$ cat src/rtl/ddfs_pkg.sv
// ddfs_pkg: shared definitions for the parametrised quadrature DDFS.
//   quadrant_t   - phase quadrant encoding (top two truncated phase bits)
//   amplitude()  - peak output amplitude A = 2^(out_w-1)-1
//   quad_mirrors - true for quadrants whose LUT address is mirrored
//   lut_entry()  - elaboration-time quarter-wave sine table entry
package ddfs_pkg;

    typedef enum logic [1:0] {
        QUAD_0 = 2'd0,
        QUAD_1 = 2'd1,
        QUAD_2 = 2'd2,
        QUAD_3 = 2'd3
    } quadrant_t;

    localparam real PI = 3.14159265358979323846;

    function automatic int amplitude(input int out_w);
        return (1 << (out_w - 1)) - 1;
    endfunction

    // Quadrants 1 and 3 run the quarter wave backwards.
    function automatic logic quad_mirrors(input quadrant_t q);
        return (q == QUAD_1) || (q == QUAD_3);
    endfunction

    // Taylor series for sin(x); arguments stay inside (0, pi/2), where
    // ten terms are accurate far beyond the output resolution.
    function automatic real sin_approx(input real x);
        real term;
        real sum;
        term = x;
        sum  = x;
        for (int n = 1; n < 10; n++) begin
            term = -term * x * x / real'((2 * n) * (2 * n + 1));
            sum  = sum + term;
        end
        return sum;
    endfunction

    // round(A * sin(2*pi*(k+0.5)/2^phase_w)); the half-sample offset makes
    // the mirrored quadrants land exactly on the same table entries.
    function automatic int lut_entry(input int k, input int phase_w, input int out_w);
        real x;
        x = 2.0 * PI * (real'(k) + 0.5) / real'(1 << phase_w);
        return $rtoi(real'(amplitude(out_w)) * sin_approx(x) + 0.5);
    endfunction

endpackage

$ cat src/rtl/ddfs_qw_lut.sv
// ddfs_qw_lut: quarter-wave sine magnitude table with two registered read
// ports (one per I/Q path) sharing a single constant table.
//   clk, reset      - clock, async active-high reset (clears read registers)
//   addr_i, addr_q  - folded quarter-wave addresses
//   mag_i, mag_q    - unsigned magnitudes, one cycle after the address
module ddfs_qw_lut
    import ddfs_pkg::*;
#(
    parameter int PHASE_W = 8,
    parameter int OUT_W   = 8
) (
    input  logic               clk,
    input  logic               reset,
    input  logic [PHASE_W-3:0] addr_i,
    input  logic [PHASE_W-3:0] addr_q,
    output logic [OUT_W-2:0]   mag_i,
    output logic [OUT_W-2:0]   mag_q
);

    localparam int DEPTH = 1 << (PHASE_W - 2);

    // NOTE: the table is a constant ROM built at elaboration; only the read
    // registers are reset, the table itself needs none.
    logic [OUT_W-2:0] rom [DEPTH];

    for (genvar k = 0; k < DEPTH; k++) begin : g_rom
        localparam int VAL = lut_entry(k, PHASE_W, OUT_W);
        assign rom[k] = (OUT_W-1)'(VAL);
    end

    // NOTE: sequential state is always written with non-blocking assignments
    // so every register samples its inputs from before the edge.
    always_ff @(posedge clk or posedge reset) begin
        if (reset) begin
            mag_i <= '0;
            mag_q <= '0;
        end else begin
            mag_i <= rom[addr_i];
            mag_q <= rom[addr_q];
        end
    end

endmodule

$ cat src/rtl/ddfs_iq_param.sv
// ddfs_iq_param: parametrised quadrature direct digital frequency synthesiser.
// A phase accumulator advanced by a programmable FCW is offset, truncated and
// folded onto a quarter-wave sine table to produce cos (I) and sin (Q).
//   clk, reset        - clock, async active-high reset
//   en                - advance the accumulator; marks the sample valid
//   fcw_in, fcw_load  - new frequency control word and its capture strobe
//   phase_off         - static phase offset added before truncation
//   phase_clr         - synchronous accumulator clear (wins over en)
//   Iout, Qout        - signed cosine / sine samples, 3 edges after sampling
//   out_valid         - sample came from an enabled, uncleared accumulator
module ddfs_iq_param
    import ddfs_pkg::*;
#(
    parameter int               ACC_W       = 16,
    parameter int               PHASE_W     = 8,
    parameter int               OUT_W       = 8,
    parameter logic [ACC_W-1:0] FCW_DEFAULT = 16'h0100
) (
    input  logic               clk,
    input  logic               reset,
    input  logic               en,
    input  logic [ACC_W-1:0]   fcw_in,
    input  logic               fcw_load,
    input  logic [ACC_W-1:0]   phase_off,
    input  logic               phase_clr,
    output logic [OUT_W-1:0]   Iout,
    output logic [OUT_W-1:0]   Qout,
    output logic               out_valid
);

    localparam logic [PHASE_W-1:0] QUARTER = PHASE_W'(1 << (PHASE_W - 2));

    logic [ACC_W-1:0]   acc;
    logic [ACC_W-1:0]   fcw_act;
    logic [PHASE_W-1:0] p_next;
    logic [PHASE_W-1:0] p_q;
    logic [PHASE_W-1:0] p_i;
    logic               v1;
    logic [PHASE_W-3:0] addr_q;
    logic [PHASE_W-3:0] addr_i;
    logic [OUT_W-2:0]   mag_q;
    logic [OUT_W-2:0]   mag_i;
    logic               neg_q2;
    logic               neg_i2;
    logic               v2;

    // Accumulator and FCW register. The accumulation on a load edge still
    // uses the old fcw_act; the new word takes effect one edge later.
    always_ff @(posedge clk or posedge reset) begin
        if (reset) begin
            acc     <= '0;
            fcw_act <= FCW_DEFAULT;
        end else begin
            if (phase_clr)
                acc <= '0;
            else if (en)
                acc <= acc + fcw_act;
            if (fcw_load)
                fcw_act <= fcw_in;
        end
    end

    // Offset then keep only the top PHASE_W bits of the phase.
    assign p_next = PHASE_W'((acc + phase_off) >> (ACC_W - PHASE_W));

    // Stage 1: truncated phase; cosine is sine shifted a quarter turn ahead.
    always_ff @(posedge clk or posedge reset) begin
        if (reset) begin
            p_q <= '0;
            p_i <= '0;
            v1  <= 1'b0;
        end else begin
            p_q <= p_next;
            p_i <= p_next + QUARTER;
            v1  <= en & ~phase_clr;
        end
    end

    // Quadrant folding. For mirrored quadrants 2^(PHASE_W-2)-1-a == ~a.
    // NOTE: every output of this block gets a default first, so no latch
    // can be inferred on any path.
    always_comb begin
        addr_q = p_q[PHASE_W-3:0];
        addr_i = p_i[PHASE_W-3:0];
        if (quad_mirrors(quadrant_t'(p_q[PHASE_W-1 -: 2])))
            addr_q = ~p_q[PHASE_W-3:0];
        if (quad_mirrors(quadrant_t'(p_i[PHASE_W-1 -: 2])))
            addr_i = ~p_i[PHASE_W-3:0];
    end

    // Stage 2: table lookup, with sign and valid piped alongside.
    ddfs_qw_lut #(
        .PHASE_W (PHASE_W),
        .OUT_W   (OUT_W)
    ) u_lut (
        .clk    (clk),
        .reset  (reset),
        .addr_i (addr_i),
        .addr_q (addr_q),
        .mag_i  (mag_i),
        .mag_q  (mag_q)
    );

    always_ff @(posedge clk or posedge reset) begin
        if (reset) begin
            neg_q2 <= 1'b0;
            neg_i2 <= 1'b0;
            v2     <= 1'b0;
        end else begin
            neg_q2 <= p_q[PHASE_W-1];
            neg_i2 <= p_i[PHASE_W-1];
            v2     <= v1;
        end
    end

    // Stage 3: apply sign. Magnitudes never exceed A, so the most negative
    // code cannot be produced.
    always_ff @(posedge clk or posedge reset) begin
        if (reset) begin
            Iout      <= '0;
            Qout      <= '0;
            out_valid <= 1'b0;
        end else begin
            Iout      <= neg_i2 ? -{1'b0, mag_i} : {1'b0, mag_i};
            Qout      <= neg_q2 ? -{1'b0, mag_q} : {1'b0, mag_q};
            out_valid <= v2;
        end
    end

endmodule

$ cat config.mk
export PLATFORM = sky130hd
export DESIGN_NAME = ddfs_iq_param
export DESIGN_NICKNAME = d
export VERILOG_FILES = /design/src/rtl/ddfs_pkg.sv /design/src/rtl/ddfs_qw_lut.sv /design/src/rtl/ddfs_iq_param.sv
export SDC_FILE = /design/constraint.sdc
export NUM_CORES = 1
export LEC_CHECK = 0
export ABC_AREA = 1
export ABC_CLOCK_PERIOD_IN_PS = 5870
export CAP_MARGIN = 20
export CORE_MARGIN = 3
export CORE_UTILIZATION = 35
export CTS_BUF_LIST = sky130_fd_sc_hd__clkbuf_16
export CTS_CLUSTER_DIAMETER = 40
export DETAILED_ROUTE_END_ITERATION = 12
export SKIP_LAST_GASP = 1
export SYNTH_ARGS = -nofsm -noshare
export SYNTH_HDL_FRONTEND = slang
export SYNTH_SLANG_ARGS = --single-unit
$ cat constraint.sdc
create_clock -name clk -period 5.87 [get_ports clk]
set_input_delay 0.8805 -clock clk [delete_from_list [all_inputs] [get_ports clk]]
set_output_delay 0.8805 -clock clk [all_outputs]
set_load 0.05 [all_outputs]
### Word level (Yosys, flattened, before mapping)

Memories as Yosys holds them, arrays and structs flattened. A register that Yosys moved wholly into a read port is not among the register bits.
Cells that the tools add are included.

* memory bits (read-only): 896
* input bits: 37
* memories: 2
* output and inout port bits: 17
* register bits: 69
* word-level logic and storage cells: 37

Memories
* (name not given): depth 64, bits a word 7, read ports 1, clocked after memory_dff 1, write ports 0, RTL line ddfs_qw_lut.sv:39 `mag_q <= rom[addr_q];`
* (name not given): depth 64, bits a word 7, read ports 1, clocked after memory_dff 1, write ports 0, RTL line ddfs_qw_lut.sv:38 `mag_i <= rom[addr_i];`

* add/subtract/negate cells: 5
* reduce and logical (&&, ||, !) cells: 3
* mux-type cells: 6
* equality and inequality tests: 4
* bitwise gates (word level): 6

Operators with widths (count)
* $add A16 B16 Y16: 2
* $mux W16: 2
* $mux W8: 2
* $neg A7 Y8: 2
* $not A6 Y7: 2
* $mux W6: 2
* $not A6 Y6: 2
* $add A8 B7 Y8 const B: 1
* $eq A2 B1 Y1 const B: 2
* $eq A2 B2 Y1 const B: 2
* $logic_or A1 B1 Y1: 2
* $reduce_bool A2 Y1: 1
* $and A1 B1 Y1: 1
* $not A1 Y1: 1

### Logic depth before layout (Yosys ltp)

Gate-level depths: netlist of the first run.

* depth in word-level cells: 4
* mapped depth: 13
* gate-level depth less buffers: 13

### Hierarchy

A second synthesis of the first run with hierarchy kept.

* cell total of the unflattened synthesis: 781
* area total of the unflattened synthesis: 5607.9 um^2

Modules (own cells, without submodules)
* ddfs_iq_param: cells an instance 525, area an instance 4021.4 um^2, instances 1, seq. area each 1577.8 um^2
* ddfs_qw_lut: cells an instance 256, area an instance 1586.5 um^2, instances 1, seq. area each 350.3 um^2

### Worst setup path before layout of the first run

Ideal clock, no wire load.

* path kind: input port to flip-flop
* start point: input port phase_off[9]
* end point: register p_i[7]
* data required time: 5754 ps
* arrival time: 1946 ps
* buffers on the path: 0
* stages: 9
* slack: 3807 ps
* library setup time: 116 ps
* cells stage by stage: ha_1 > a21oi_1 > nand2_1 > a21oi_1 > nand2_1 > nand2_1 > nand2_1 > nand2_1 > nand2_1

* longest elaborated chain between the ends: 2

RTL lines
* start, declared: RTL line ddfs_iq_param.sv:24 `input logic [ACC_W-1:0] phase_off,`
* $add A16 B16 Y16: RTL line ddfs_iq_param.sv:64 `assign p_next = PHASE_W'((acc + phase_off) >> (ACC_W - PHASE_W));`
* $add A8 B7 Y8: RTL line ddfs_iq_param.sv:74 `p_i <= p_next + QUARTER;`
* end signal, assigned: RTL line ddfs_iq_param.sv:74
* end, declared: RTL line ddfs_iq_param.sv:37 `logic [PHASE_W-1:0] p_i;`

No other way between the ends.
A chain may end at the register's enable or synchronous reset.

### Final worst setup path of the first run

Ends and elaborated chain as after synthesis.

==> impl_metrics.toml, run 1 <==
[cells_and_area]
nets = 866
antennaDiodeCount = 0
post-route-util = 0.431
areaGrowthSynthToFinish_pct = 18.2
post_route_cells_drive_above_1_share = 0.0608
fillers = 1489

[yosys]
synthTopCellsByCount = "nand2_1 (246), inv_1 (89), dfrtp_1 (76)"
syn_avg_cell_area_um2 = 7.39
syn_inst = 734
synth_flop_cell = "dfrtp_1"
synthDistinctLibCells = 37
synth-seq-cells = 77
synth_top_cell_area_share = 0.351
mappedNetlistNets = 815
netlist_area_um2 = 5420
async_reset_ff_frac = 1.00
synth_most_common_cell = "nand2_1"
yosys_warnings = 0
ys_seq_area_frac = 0.355
synth_edf_count = 0
synth_area_leaders = "dfrtp_1 (35%), nand2_1 (17%), ha_1 (9.9%), inv_1 (6.2%), a21oi_1 (4.0%)"
synth_top_cell_by_area = "dfrtp_1"

[timing]
slew_headroom = 0.330
tightest_slew_ps = 1000
fin_skew_ps = 7.23
rsz0062_at_grt = "no"
period_share = 0.402
hold_viol = 0
finalSetupViolCount = 0
fmax_ghz = 0.423
min_period_ps = 2360
final_max_slew_viol_count = 0
whs_ps = 346
final.setup.tns_ps = 0

[die]
core_um2 = 14900
io_pins = 54
die_y_um = 130
die_x_um = 130
die-area_um2 = 17000
rows = 44
initial_core_util = 0.365

[drt]
first_pass_iters = 4
wl_um = 11500
via_count = 4625
post_drt_wl_per_cell_um = 11.8
drt_iter0_markers = 298
ant_nets = 0
vias_per_cell = 4.75
drc = 0

[outcome]
status = "finished, final reports clean"

[grt]
grt_first_pass_wirelength_um = 20600
grt_pass1_vias = 4637
grt_antenna_before_repair = 0
grt.overflow.total = 0
grt_max_degree = 78
grt_util_all_layers = 0.149

[worst_setup_path]
cp.required_ps = 6100
critPathArrivalTime_ps = 2590
cp_max_fo = 4
critPathKind = "in2reg"
endpoint_kind = "flop"
startpoint_type = "input port"

[power]
static-leakage-power_nw = 3.35
power_density_nw_per_um2 = 516
ir_drop_mv = 0.230

[cts]
cts_resized = 0
cts_hold_buf = 0
clock-sinks = 77
postCtsSetupBuffers = 0
cts_buffers = 9
clk_pin_slew_worst_paths_ps = 60
cts-root-buf = "clkbuf_16"
cts_tree = "built"
cts_max_path_buffers = 2
cts.htree.levels = 3
worstSkewPairLatency_ps = 340

[placement]
io_buffer_count = 53
dp_hpwl_um = 8910
gp_congestion = 0.913

[run]
cap_viol_max_count = 0

[min_path]
hp-class = "reg2reg"
## critical path, cell delays in order
cell,delay [ps]
clkdlybuf4s50_1,450
ha_1,370
a21oi_1,210
nand2_1,100
a21oi_1,230
nand2_1,110
nand2_1,70
nand2_1,70
nand2_1,70
nand2_1,50
## cells in the final DEF (no fill, tap or decap), types with 2 or more instances in the layout
cell type        count
dfrtp_1             76
a21oi_1             43
a31oi_1              2
clkdlybuf4s50_1     53
nor3_1               7
bufinv_16            2
mux2_2              15
ha_1                43
clkinv_2             3
o21bai_1             3
nand2_2              2
clkinv_1             2
o22ai_1              5
nand3_1             38
nor2_1              45
nor4_1               2
and2_1               2
nand3b_1             2
xnor2_1              9
inv_2                6
inv_1               89
xor2_1              12
o31ai_1              2
nand2_1            246
o21ai_0             23
o21ai_1             23
o211ai_1             5
clkbuf_16            9
xnor2_2              8
nand4_1              4
## where the power goes
group | leakage [nW] | internal, mW | switching (mW)
Combinational | 2.26 | 0.671 | 1.21
Sequential | 0.927 | 0.710 | 0.141
Clock | 0.155 | 0.366 | 0.206
## layer usage
layer	share of wire	global-route usage	vias up
met3	0.037	0.0411	14
met5	0	0	-
met1	0.45	0.177	2065
li1	-	-	2457
met2	0.50	0.268	89
met4	0.015	0.0363	0
## worst paths after layout
kind / start / end / slack [ps] / cells past startpoint
max reg2reg: p_i[6]$_DFF_PP0_ / u_lut.mag_i[2]$_DFF_PP0_ / 3530 / 9
min: v2$_DFF_PP0_ / out_valid$_DFF_PP0_ / 350 / 0
min reg2reg: v2$_DFF_PP0_ / out_valid$_DFF_PP0_ / 350 / 0
min in group asynchronous: reset / Iout[6]$_DFF_PP0_ / 1180 / 3
max: phase_off[9] / p_i[7]$_DFF_PP0_ / 3510 / 10
max in group asynchronous: reset / acc[3]$_DFFE_PP0P_ / 4090 / 3
## stage by stage
stage / setup WS, ps / cells / power (mW) / instance area, um^2
after CTS: 3500 / 974 / 3.33 / 6410
after floorplan: 3020 / 734 / 2.34 / 5420
final: 3510 / 974 / 3.30 / 6410
after global routing: 3150 / 974 / 3.65 / 6410
after global placement: 3190 / 958 / 2.73 / 6100
after detailed placement: 3150 / 958 / 2.74 / 6100
## cell families (layout without fill, tap and decap cells)
logic type | count (synthesis) | in the layout | synth area share
XOR/XNOR | 29 | 29 | 0.0579
AND/OR/NAND/NOR | 349 | 349 | 0.258
AO/OA/AOI/OAI | 111 | 111 | 0.112
multiplexers | 15 | 15 | 0.0311
buffers and inverters | 109 | 165 | 0.0824
flip-flops | 77 | 77 | 0.355
adder cells (fa/ha/maj) | 44 | 44 | 0.103
## flip-flops by register name (all words and copies together), names as in the netlist
name and flops:
fcw_act 16, u_lut.mag_q 7, u_lut.mag_i 7, v1 1, v2 1, p_q 2
neg_q2 1, out_valid 1, acc 16, Iout 8, p_i 8, neg_i2 1
Qout 8
## layout make-up
cell class | instances | area (um^2) | area share
multi-input cells | 548 | 3050 | 0.476
flip-flops and latches | 77 | 1930 | 0.301
repair buffers | 54 | 538 | 0.0839
inverters | 95 | 358 | 0.0558
well taps | 184 | 230 | 0.0359
clock buffers | 9 | 225 | 0.0351
clock inverters | 7 | 81.3 | 0.0127
(Power assumes the default switching activity.)
==> inputs of run 2 (changes only) <==
--- a/config.mk
+++ b/config.mk
@@ -6,7 +6,7 @@
 export NUM_CORES = 1
 export LEC_CHECK = 0
 export ABC_AREA = 1
-export ABC_CLOCK_PERIOD_IN_PS = 5870
+export ABC_CLOCK_PERIOD_IN_PS = 2500
 export CAP_MARGIN = 20
 export CORE_MARGIN = 3
 export CORE_UTILIZATION = 35
==> constraint.sdc (replaced) <==
create_clock -name clk -period 2.5 [get_ports clk]
set_input_delay 0.375 -clock clk [delete_from_list [all_inputs] [get_ports clk]]
set_output_delay 0.375 -clock clk [all_outputs]
set_load 0.05 [all_outputs]
==> impl_metrics.toml, run 2 (synthesis results as in run 1) <==
[timing]
final.setup.tns_ps = 0
min_period_ps = 1970
period_share = 0.788
slew_headroom = 0.548
tightest_slew_ps = 677
fin_skew_ps = 4.77
final_max_slew_viol_count = 0
hold_viol = 0
finalSetupViolCount = 0
fmax_ghz = 0.508
rsz0062_at_grt = "no"

[min_path]
min_from = "v2$_DFF_PP0_"
hold-path-cell-count = 0
hp-class = "reg2reg"

[placement]
gp_congestion = 0.876
io_buffer_count = 53
dp_hpwl_um = 9060
dp_cells = 969

[worst_setup_path]
path_buf_inv = 1
slowest_delay_ps = 480
critPathSlowestCell = "dfrtp_1"
crit_cells = 7
r2r_start = "p_i[1]$_DFF_PP0_"
cpLargestDelayFamily = "flip-flops"
endpoint_kind = "flop"
cp.required_ps = 2770
worstPathCellList = "xnor2_2, inv_1, ha_1, or2_1, o21ai_0, nor2_1, a21oi_1"
cp_max_fo = 7
crit_path_start = "p_i[1]$_DFF_PP0_"
critPathArrivalTime_ps = 2240
critPathKind = "reg2reg"
reg2reg_depth = 7
startpoint_type = "flop"

[cells_and_area]
nets = 877
post_route_cells_drive_above_1_share = 0.0774
areaGrowthSynthToFinish_pct = 21.1
final_common_cell = "nand2_1"
antennaDiodeCount = 0
reg_top3 = "acc: 16 flops, fcw_act: 16 flops"
mostFrequentLayoutCells = "nand2_1 (246), inv_1 (88), dfrtp_1 (76)"
post-route-util = 0.442
instances_no_fill = 985

[die]
die-area_um2 = 17000
initial_core_util = 0.365
core_um2 = 14900
rows = 44
die_y_um = 130
die_x_um = 130
io_pins = 54

[grt]
grt_util_all_layers = 0.144
grt_pass1_vias = 4477
grt_max_degree = 39
grt_first_pass_wirelength_um = 19800
grt_antenna_before_repair = 0
grt.overflow.total = 0

[power]
power_density_nw_per_um2 = 1230
static-leakage-power_nw = 3.43
ir_drop_mv = 0.536

[cts]
cts_max_path_buffers = 2
cts_buffers = 9
postCtsSetupBuffers = 0
cts_resized = 0
cts_hold_buf = 0
worstSkewPairLatency_ps = 350
cts-root-buf = "clkbuf_16"
cts.htree.levels = 3
clock-sinks = 77
cts_tree = "built"
clk_pin_slew_worst_paths_ps = 60

[drt]
first_pass_iters = 5
wl_um = 11400
via_count = 4666
drt_iter0_markers = 190
vias_per_cell = 4.74
drc = 0
ant_nets = 0
post_drt_wl_per_cell_um = 11.6

[run]
cap_viol_max_count = 0

[outcome]
status = "finished, final reports clean"
[run 2: cell types whose count changed in the layout (fill, tap and decap cells not counted), sizes merged]
| cell | before | now |
|---|---|---|
| buf | 1 | 12 |
| bufinv | 2 | 4 |
| clkinv | 5 | 3 |
[run 2: per-layer routing]
layer | GRT usage | up-vias | wire, um
li1 | - | 2497 | -
met1 | 0.167 | 2078 | 5090
met2 | 0.264 | 81 | 5790
met3 | 0.0362 | 10 | 437
met4 | 0.0381 | 0 | 121
met5 | 0 | - | 0
[run 2: final cells by class]
type                    count  area, um^2
flip-flops and latches     77        1930
clock inverters             7         146
clock buffers               9         225
inverters                  95         358
repair buffers             65         633
multi-input cells         548        3050
fillers                  1517        8290
well taps                 184         230
[run 2: path summary, 6_finish.rpt]
check | end | slack, ps
max | u_lut.mag_q[4]$_DFF_PP0_ | 530
min | out_valid$_DFF_PP0_ | 350
max reg2reg | u_lut.mag_q[4]$_DFF_PP0_ | 530
min reg2reg | out_valid$_DFF_PP0_ | 350
max in group asynchronous | u_lut.mag_q[4]$_DFF_PP0_ | 1460
min in group asynchronous | p_i[4]$_DFF_PP0_ | 440
[run 2: per-stage QoR]
| step | hold slack [ps] | area [um^2] | setup WS (ps) | power, mW |
|---|---|---|---|---|
| floorplan | 331 | 5420 | 160 | 5.49 |
| CTS | 349 | 6570 | 519 | 8.16 |
| detailed placement | 336 | 6200 | 327 | 6.51 |
| global route | 353 | 6570 | 349 | 8.87 |
| global placement | 332 | 6200 | 357 | 6.51 |
| finish | 348 | 6570 | 530 | 8.09 |
[run 2: power breakdown]
part / leakage [nW] / internal, mW / total (mW) / switching (mW)
Combinational: 2.32 / 1.66 / 4.52 / 2.87
Clock: 0.180 / 1.08 / 1.61 / 0.526
Sequential: 0.927 / 1.67 / 1.96 / 0.295
[run 2: worst register-to-register path, cell delays in order (launching register included)]
cell	delay (ps)
dfrtp_1	480
xnor2_2	390
inv_1	210
ha_1	240
or2_1	230
o21ai_0	160
nor2_1	60
a21oi_1	120
